`config.mk`:
```
export PLATFORM = sky130hd
export DESIGN_NAME = vegeta_weight_compressor
export DESIGN_NICKNAME = d
export VERILOG_FILES = /design/src/rtl/vegeta_weight_compressor.sv
export SDC_FILE = /design/constraint.sdc
export NUM_CORES = 1
export LEC_CHECK = 0
export BUFFER_PORTS_ARGS = -buffer_cell sky130_fd_sc_hd__clkbuf_2
export CAP_MARGIN = 40
export CORE_MARGIN = 2
export CORE_UTILIZATION = 30
export DETAILED_ROUTE_END_ITERATION = 7
export PLACE_DENSITY = 0.5
export SLEW_MARGIN = 40
export SYNTH_ARGS = -nofsm -noshare
export SYNTH_HDL_FRONTEND = slang
export SYNTH_SLANG_ARGS = --single-unit
```
`constraint.sdc`:
```
create_clock -name clk -period 9.9 [get_ports clk]
set_input_delay 0.99 -clock clk [delete_from_list [all_inputs] [get_ports clk]]
set_output_delay 0.99 -clock clk [all_outputs]
set_load 0.05 [all_outputs]
```
`src/rtl/vegeta_weight_compressor.sv`:
```
// vegeta_weight_compressor
//   Compresses dense M-lane weight blocks into {lane_index, value} words in the
//   PE weight_in format, according to the structured-sparsity mode (dense,
//   2:4, 1:4). It flags blocks that break the selected sparsity pattern.
// Ports:
//   clk, rst_n     clock, synchronous active-low reset
//   gemm_mode      0 dense, 1 2:4, 2 1:4, 3 reserved (dense + error); sampled at accept
//   in_valid/in_ready/in_block/in_last   dense block input handshake
//   out_valid/out_ready/out_weight/out_last   compressed word output handshake
//   err_sparsity   sticky flag for an overfull block or reserved mode
//   blk_count      blocks accepted since reset (wraps)
module vegeta_weight_compressor #(
  parameter int MUL_DATAWIDTH  = 16,
  parameter int META_DATA_SIZE = 2,
  parameter int M              = 4,
  parameter int CNT_W          = 16
) (
  input  logic                                   clk,
  input  logic                                   rst_n,
  input  logic [1:0]                             gemm_mode,
  input  logic                                   in_valid,
  output logic                                   in_ready,
  input  logic [MUL_DATAWIDTH*M-1:0]             in_block,
  input  logic                                   in_last,
  output logic                                   out_valid,
  input  logic                                   out_ready,
  output logic [MUL_DATAWIDTH+META_DATA_SIZE-1:0] out_weight,
  output logic                                   out_last,
  output logic                                   err_sparsity,
  output logic [CNT_W-1:0]                       blk_count
);

  localparam int WW = MUL_DATAWIDTH + META_DATA_SIZE;
  localparam int NW = $clog2(M + 1);

  typedef enum logic {IDLE, EMIT} state_t;

  state_t                    state;
  logic [META_DATA_SIZE-1:0] idx;
  logic [NW-1:0]             n_q;
  logic                      last_q;
  logic [WW-1:0]             word_q    [M];

  logic [WW-1:0]             comp_word [M];
  logic [NW-1:0]             comp_n;
  logic                      comp_over;
  logic                      idx_at_end;
  logic                      accept;

  // Two-pass lane selection: first the nonzero lanes (up to N), then the
  // lowest zero lanes as padding. Packing the selected set in lane order
  // yields the ascending-index word list directly.
  always_comb begin
    int unsigned               n_lim;
    int unsigned               taken;
    int unsigned               nz;
    logic [META_DATA_SIZE-1:0] k;
    logic                      sparse;
    logic [M-1:0]              sel;
    logic [M-1:0]              pad;
    logic [MUL_DATAWIDTH-1:0]  lane;
    logic [MUL_DATAWIDTH-1:0]  val;

    sparse = (gemm_mode == 2'd1) || (gemm_mode == 2'd2);
    case (gemm_mode)
      2'd1:    n_lim = 2;
      2'd2:    n_lim = 1;
      default: n_lim = M;
    endcase

    sel   = '0;
    pad   = '0;
    taken = 0;
    nz    = 0;
    k     = '0;
    lane  = '0;
    val   = '0;
    comp_word = '{default: '0};

    for (int unsigned i = 0; i < M; i++) begin
      lane = in_block[i*MUL_DATAWIDTH +: MUL_DATAWIDTH];
      if (lane[MUL_DATAWIDTH-2:0] != '0) begin
        nz++;
        if (taken < n_lim) begin
          sel[i] = 1'b1;
          taken++;
        end
      end
    end

    for (int unsigned i = 0; i < M; i++) begin
      if (!sel[i] && taken < n_lim) begin
        sel[i] = 1'b1;
        pad[i] = sparse;
        taken++;
      end
    end

    for (int unsigned i = 0; i < M; i++) begin
      if (sel[i]) begin
        lane = in_block[i*MUL_DATAWIDTH +: MUL_DATAWIDTH];
        val  = pad[i] ? '0 : lane;
        comp_word[k] = {META_DATA_SIZE'(i), val};
        k = k + META_DATA_SIZE'(1);
      end
    end

    comp_n    = NW'(n_lim);
    comp_over = nz > n_lim;
  end

  assign idx_at_end = (32'(idx) + 32'd1) == 32'(n_q);
  assign in_ready   = rst_n && ((state == IDLE) || (out_ready && idx_at_end));
  assign accept     = in_valid && in_ready;

  always_ff @(posedge clk) begin
    if (!rst_n) begin
      state        <= IDLE;
      idx          <= '0;
      n_q          <= '0;
      last_q       <= 1'b0;
      word_q       <= '{default: '0};
      out_valid    <= 1'b0;
      out_weight   <= '0;
      out_last     <= 1'b0;
      err_sparsity <= 1'b0;
      blk_count    <= '0;
    end else if (accept) begin
      // Covers both IDLE accepts and the back-to-back handoff on the last word.
      state      <= EMIT;
      idx        <= '0;
      n_q        <= comp_n;
      last_q     <= in_last;
      word_q     <= comp_word;
      out_valid  <= 1'b1;
      out_weight <= comp_word[0];
      out_last   <= in_last && (comp_n == NW'(1));
      blk_count  <= blk_count + CNT_W'(1);
      if (comp_over || gemm_mode == 2'd3) err_sparsity <= 1'b1;
    end else if (state == EMIT && out_ready) begin
      if (!idx_at_end) begin
        idx        <= idx + META_DATA_SIZE'(1);
        out_weight <= word_q[idx + META_DATA_SIZE'(1)];
        out_last   <= last_q && ((32'(idx) + 32'd2) == 32'(n_q));
      end else begin
        state     <= IDLE;
        idx       <= '0;
        out_valid <= 1'b0;
        out_last  <= 1'b0;
      end
    end
  end

endmodule

```
==> Word level (Yosys, flattened, before mapping) <==
Index checks and enable logic that the tools add are counted.
{ "totals": {"register_bits": 115, "elab_cells": 151, "output_inout_bits": 38, "input_bits": 71} }
{ "op_classes": {"magnitude_cmp": 16, "eq_ne": 7, "bitwise_logic": 6, "n_reduce_logical": 30, "n_addsub": 15, "n_mux": 65} }
{ "ops": {"columns": ["cell", "n"], "rows": [
  ["$mux W32", 12],
  ["$add A32 B1 Y32 const B", 9],
  ["$lt A32 B32 Y1", 7],
  ["$bwmux W72", 3],
  ["$mux W72", 3],
  ["$mux W18", 8],
  ["$demux W18 S2", 3],
  ["$mux W16", 5],
  ["$reduce_bool A15 Y1", 4],
  ["$bmux W18 S2", 1],
  ["$gt A32 B32 Y1", 1],
  ["$lt A1 B32 Y1 const A", 1],
  ["$mux W1", 26],
  ["$add A16 B1 Y16 const B", 1],
  ["$logic_and A1 B1 Y1", 13],
  ["$ge A3 B3 Y1 const B", 4],
  ["$not A2 Y3", 4],
  ["$lt A3 B1 Y1 const B", 3],
  ["$add A2 B1 Y2 const B", 3],
  ["$eq A3 B3 Y1", 2],
  ["$mux W2", 3],
  ["$pmux W3 S2", 1],
  ["$reduce_and A2 Y1", 3],
  ["$eq A2 B2 Y1 const B", 2],
  ["other kinds (10)", 17]
]} }

==> Logic depth before layout (Yosys ltp) <==
{ "depth": {"word_depth": 32, "mapped_depth": 53, "ltp_nobuf": 49} }

==> Worst setup path before layout <==
OpenSTA, ideal clock, no wires.
{ "synth_timing": {"path_kind": "input -> register", "from": "input port gemm_mode[0]", "to": "register word_q[24] (netlist name)", "setup_ns": 0.072, "cell_stages": 48, "n_path_buf": 2, "setup_slack_ns": -0.922, "t_required_ns": 9.828, "t_arrival_ns": 10.751, "path_cell_list": "inv_1 -> ha_1 -> inv_1 -> o211ai_1 -> ha_1 -> and2_1 -> ha_1 -> o21ai_0 -> and2_1 -> a22oi_1 -> o21ai_0 -> ha_1 -> nand2_1 -> a221oi_1 -> mux2i_2 -> nand2_1 -> mux2_2 -> ha_1 -> (+12 left out) -> ha_1 -> o21ai_0 -> inv_1 -> o21a_1 -> a31oi_1 -> o31a_1 -> nand3_1 -> mux2_2 -> ha_1 -> nand2_1 -> nor3_1 -> a221o_1 -> and3_4 -> o21a_1 -> buf_6 -> nor3_4 -> buf_8 -> mux2i_1"} }
{ "synth_via": {"elab_chain_len": 31, "elab_cells_between_ends": 84, "cone_classes": "add/sub: 8; order compare: 14; eq/ne: 2; mux: 45; bitwise: 3; reduce/logical: 12"} }
{ "synth_rtl": {"columns": ["item", "line_no", "text"], "rows": [
  ["start, declared", "20", "input logic [1:0] gemm_mode,"],
  ["$eq A2 B2 Y1 or $eq A2 B1 Y1 (tied branches)", "65", "case (gemm_mode)"],
  ["$pmux W3 S2 (*)", "65", null],
  ["via comp_n[2]", "45", "logic [NW-1:0] comp_n;"],
  ["parallel branches: the longest is 28 deep, another holds $lt A1 B32 Y1", null, null],
  ["$mux W72 (*)", "100", "if (sel[i]) begin"],
  ["end signal, assigned", "134", "word_q <= comp_word;"],
  ["end, declared", "42", "logic [WW-1:0] word_q [M];"]
]} }
Mark *: on every way through the listed nets, which the timed path passes.
A chain may end at the register's enable or synchronous reset.

==> Worst setup path after layout <==
{ "layout_timing": {"from": "input port in_block[4]", "to": "register out_weight[2]"} }
{ "layout_via": {"elab_chain_len": 29, "elab_cells_between_ends": 82, "cone_classes": "add/sub: 8; order compare: 13; mux: 46; bitwise: 3; reduce/logical: 12"} }
{ "layout_rtl": {"columns": ["item", "line_no", "text"], "rows": [
  ["start, declared", "23", "input logic [MUL_DATAWIDTH*M-1:0] in_block,"],
  ["$reduce_bool A15 Y1 (*)", "82", "if (lane[MUL_DATAWIDTH-2:0] != '0) begin"],
  ["parallel branches: the longest is 26 deep, another holds $add A32 B1 Y32", null, null],
  ["$mux W72 (*)", "100", null],
  ["$mux W18 (*)", "128", "end else if (accept) begin"],
  ["end signal, assigned", "136", "out_weight <= comp_word[0];"],
  ["end signal, assigned", "143", "out_weight <= word_q[idx + META_DATA_SIZE'(1)];"],
  ["end, declared", "27", "output logic [MUL_DATAWIDTH+META_DATA_SIZE-1:0] out_weight,"]
]} }
Mark *: on every way between the ends.

==> impl_metrics.tcl <==
set metrics [dict create \
    syn2layout_area_growth_pct 34.94 \
    drtPass1Iterations 5 \
    boundaryPins 109 \
    leakagePower_nw 4.437 \
    synth_nets 1047 \
    ant_nets 0 \
    async_flop_share_pct 0 \
    worst_pin_slew_ps 830.9 \
    outcome "complete, no violations" \
    yosysWarnings 0 \
    wl_per_cell_um 20.13 \
    grt.total_usage_pct 20.20 \
    cp.required_ps 10170 \
    grt_max_degree 84 \
    power_density_nw_per_um2 228.1 \
    synth_area_per_cell_sq_um 8.391 \
    row_count 59 \
    yosysUniqueCellTypes 73 \
    grt_pass1_wl_mm 44.05 \
    slowest_stage "or4_4" \
    coreArea_sq_um 25980 \
    drc 0 \
    via_per_inst 5.542 \
    ys_ff_latch 115 \
    port-buffer-count 108 \
    cts_tree "done" \
    cts_root_buf "clkbuf_16" \
    clk_path_buf_depth 2 \
    criticalPathCategory "in -> reg" \
    drt_iter0_drc 698 \
    irDropWorstVdd_uv 130.4 \
    hold_class "reg -> reg" \
    slew_violations 0 \
    drive_above_1_share_pct 35.03 \
    postCtsHoldBufs 0 \
    skew_ps 13.10 \
    synth_area_sq_um 7896 \
    grt_pass1_vias 7488 \
    crit_top_cell "nand2_2" \
    wl_mm 29.29 \
    clk_latency_ps 420 \
    max_freq_mhz 103.8 \
    clk_pin_slew_worst_paths_ps 50 \
    period_minus_slack_ps 9637 \
    dp_hpwl_mm 21.19 \
    gp_congestion 0.8906 \
    grt-ovfl-total 0 \
    fin_crit_sh_pct 97.35 \
    clock_sinks 115 \
    rsz0062_at_grt "true" \
    crit_path_end_kind "flip-flop" \
    dieArea_sq_um 27630 \
    post-route-util_pct 41.01 \
    hold_violations 0 \
    start_kind "primary input" \
    power_w 0.002430 \
    drv_cap 0 \
    crit_arrival_ps 9900 \
    synth_edf_count 0 \
    max_stage_delay_ps 590 \
    finalSetupViolations 0 \
    die_w_um 166.2 \
    start_util_pct 30.39 \
    antenna_found_initial 2 \
    cts_buffers 17 \
    htreeDepth 4 \
    crit_fanout 8 \
    via_count 8064 \
    nets 1212 \
    seq_area_frac_synth_pct 29.16 \
    worst-r2r-setup-slack_ps 5550 \
    synth-main-ff-cell "dfxtp_1" \
    synthCells 941 \
    slew_headroom_pct 44.47 \
    fp.dieH_um 166.2 \
]
[routing by layer]
metal / global-route usage (%) / share of wire [%] / vias up
met5: 0 / 0 / -
li1: - / - / 3865
met3: 3.241 / 6.5 / 30
met1: 28.88 / 46 / 3900
met4: 6.409 / 2.1 / 0
met2: 31.16 / 45 / 269
[cell families (layout without fill, tap and decap cells)]
logic type	after synthesis	after routing	share of synthesized area [%]
multiplexers	78	78	13.18
AO/OA/AOI/OAI	239	239	21.52
adder cells (fa/ha/maj)	35	35	5.641
flip-flops	115	115	29.16
buffers and inverters	101	279	5.451
other	0	1	0
AND/OR/NAND/NOR	348	348	22.28
XOR/XNOR	25	25	2.773
[registers in the layout (all words and copies together) (netlist names)]
signal and flops:
last_q 1, idx 2, blk_count 16, word_q 72, out_weight 18, err_sparsity 1
n_q 3, out_last 1, state 1
[cells in the mapped netlist (16+ instances only)]
cell,number,area (sq um)
a22oi_1,18,135.1
nand3_1,71,355.3
o221ai_1,16,140.1
xnor2_1,21,183.9
nand2_1,121,454.2
o21ai_0,22,110.1
clkbuf_1,47,176.4
mux2i_1,49,490.5
mux4_2,18,405.4
and3_1,25,156.4
ha_1,34,425.4
inv_1,32,120.1
a211oi_1,16,120.1
and2_1,23,143.9
a21oi_1,67,335.3
nor3_1,17,85.08
o211ai_1,35,262.8
nor2_1,20,75.07
a221o_1,18,180.2
dfxtp_1,115,2302
or3_1,21,131.4
[worst max-delay path, delay by kind of cell]
kind,cells,cell delay [ps]
and+or+nand+nor,17,2770
adders and majority gates,7,1660
buffers and inverters,6,540
muxes,6,1640
AOI/OAI and AO/OA,13,2250
[where the power goes]
part	internal (W)	leakage, nW	switching (W)
sequential	0.000553	0.941	0.0000609
combinational	0.000549	3.22	0.000688
clock	0.000343	0.274	0.000236
[timing repair]
action,CTS,global route
endpoints found under the setup margin,0,90
gates resized for setup,0,94
buffers inserted,0,9
[area by class of cell]
cell class	count	area, sq um
Tap cell	335	419.2
Multi-Input combinational cell	725	5746
Clock inverter	12	95.09
Fill cell	2654	15330
Inverter	36	147.6
Timing Repair Buffer	211	1476
Sequential cell	115	2302
Antenna cell	1	2.502
Clock buffer	20	466.7
[final timing paths]
| check | start | endpoint | cells past startpoint |
|---|---|---|---|
| worst min-delay path | word_q[16] | word_q[16] | 2 |
| worst min register to register | word_q[16] | word_q[16] | 2 |
| worst max register to register | idx[0] | word_q[33] | 14 |
| worst max-delay path | in_block[4] | out_weight[2] | 49 |
[per-stage QoR]
stage	cell area, sq um	hold slack (ps)	instances	setup WS, ps	setup TNS (ps)
finish	10660	450.3	1455	262.6	0
global route	10650	478.7	1454	-230.6	-12680
CTS	10140	448.7	1443	221.1	0
detailed placement	9575	436.8	1411	-205.8	-7973
global placement	9564	428.3	1411	-13.61	-183.6
floorplan	8093	419.8	941	8.363	0
[cell usage in the layout (no fill, tap or decap), types with 17 or more instances in the layout]
cell,Yosys,layout
ha_1,34,24
nor2_1,20,19
or3_1,21,21
a221o_1,18,18
and2_1,23,21
mux4_2,18,18
a21oi_1,67,54
a22oi_1,18,17
clkbuf_2,0,106
inv_1,32,28
o21ai_0,22,18
nand3_1,71,67
nand2_1,121,98
buf_4,1,90
o211ai_1,35,35
xnor2_1,21,18
clkbuf_16,0,19
dfxtp_1,115,115
mux2i_1,49,49
and3_1,25,24
Power figures use the tool's default switching activity.
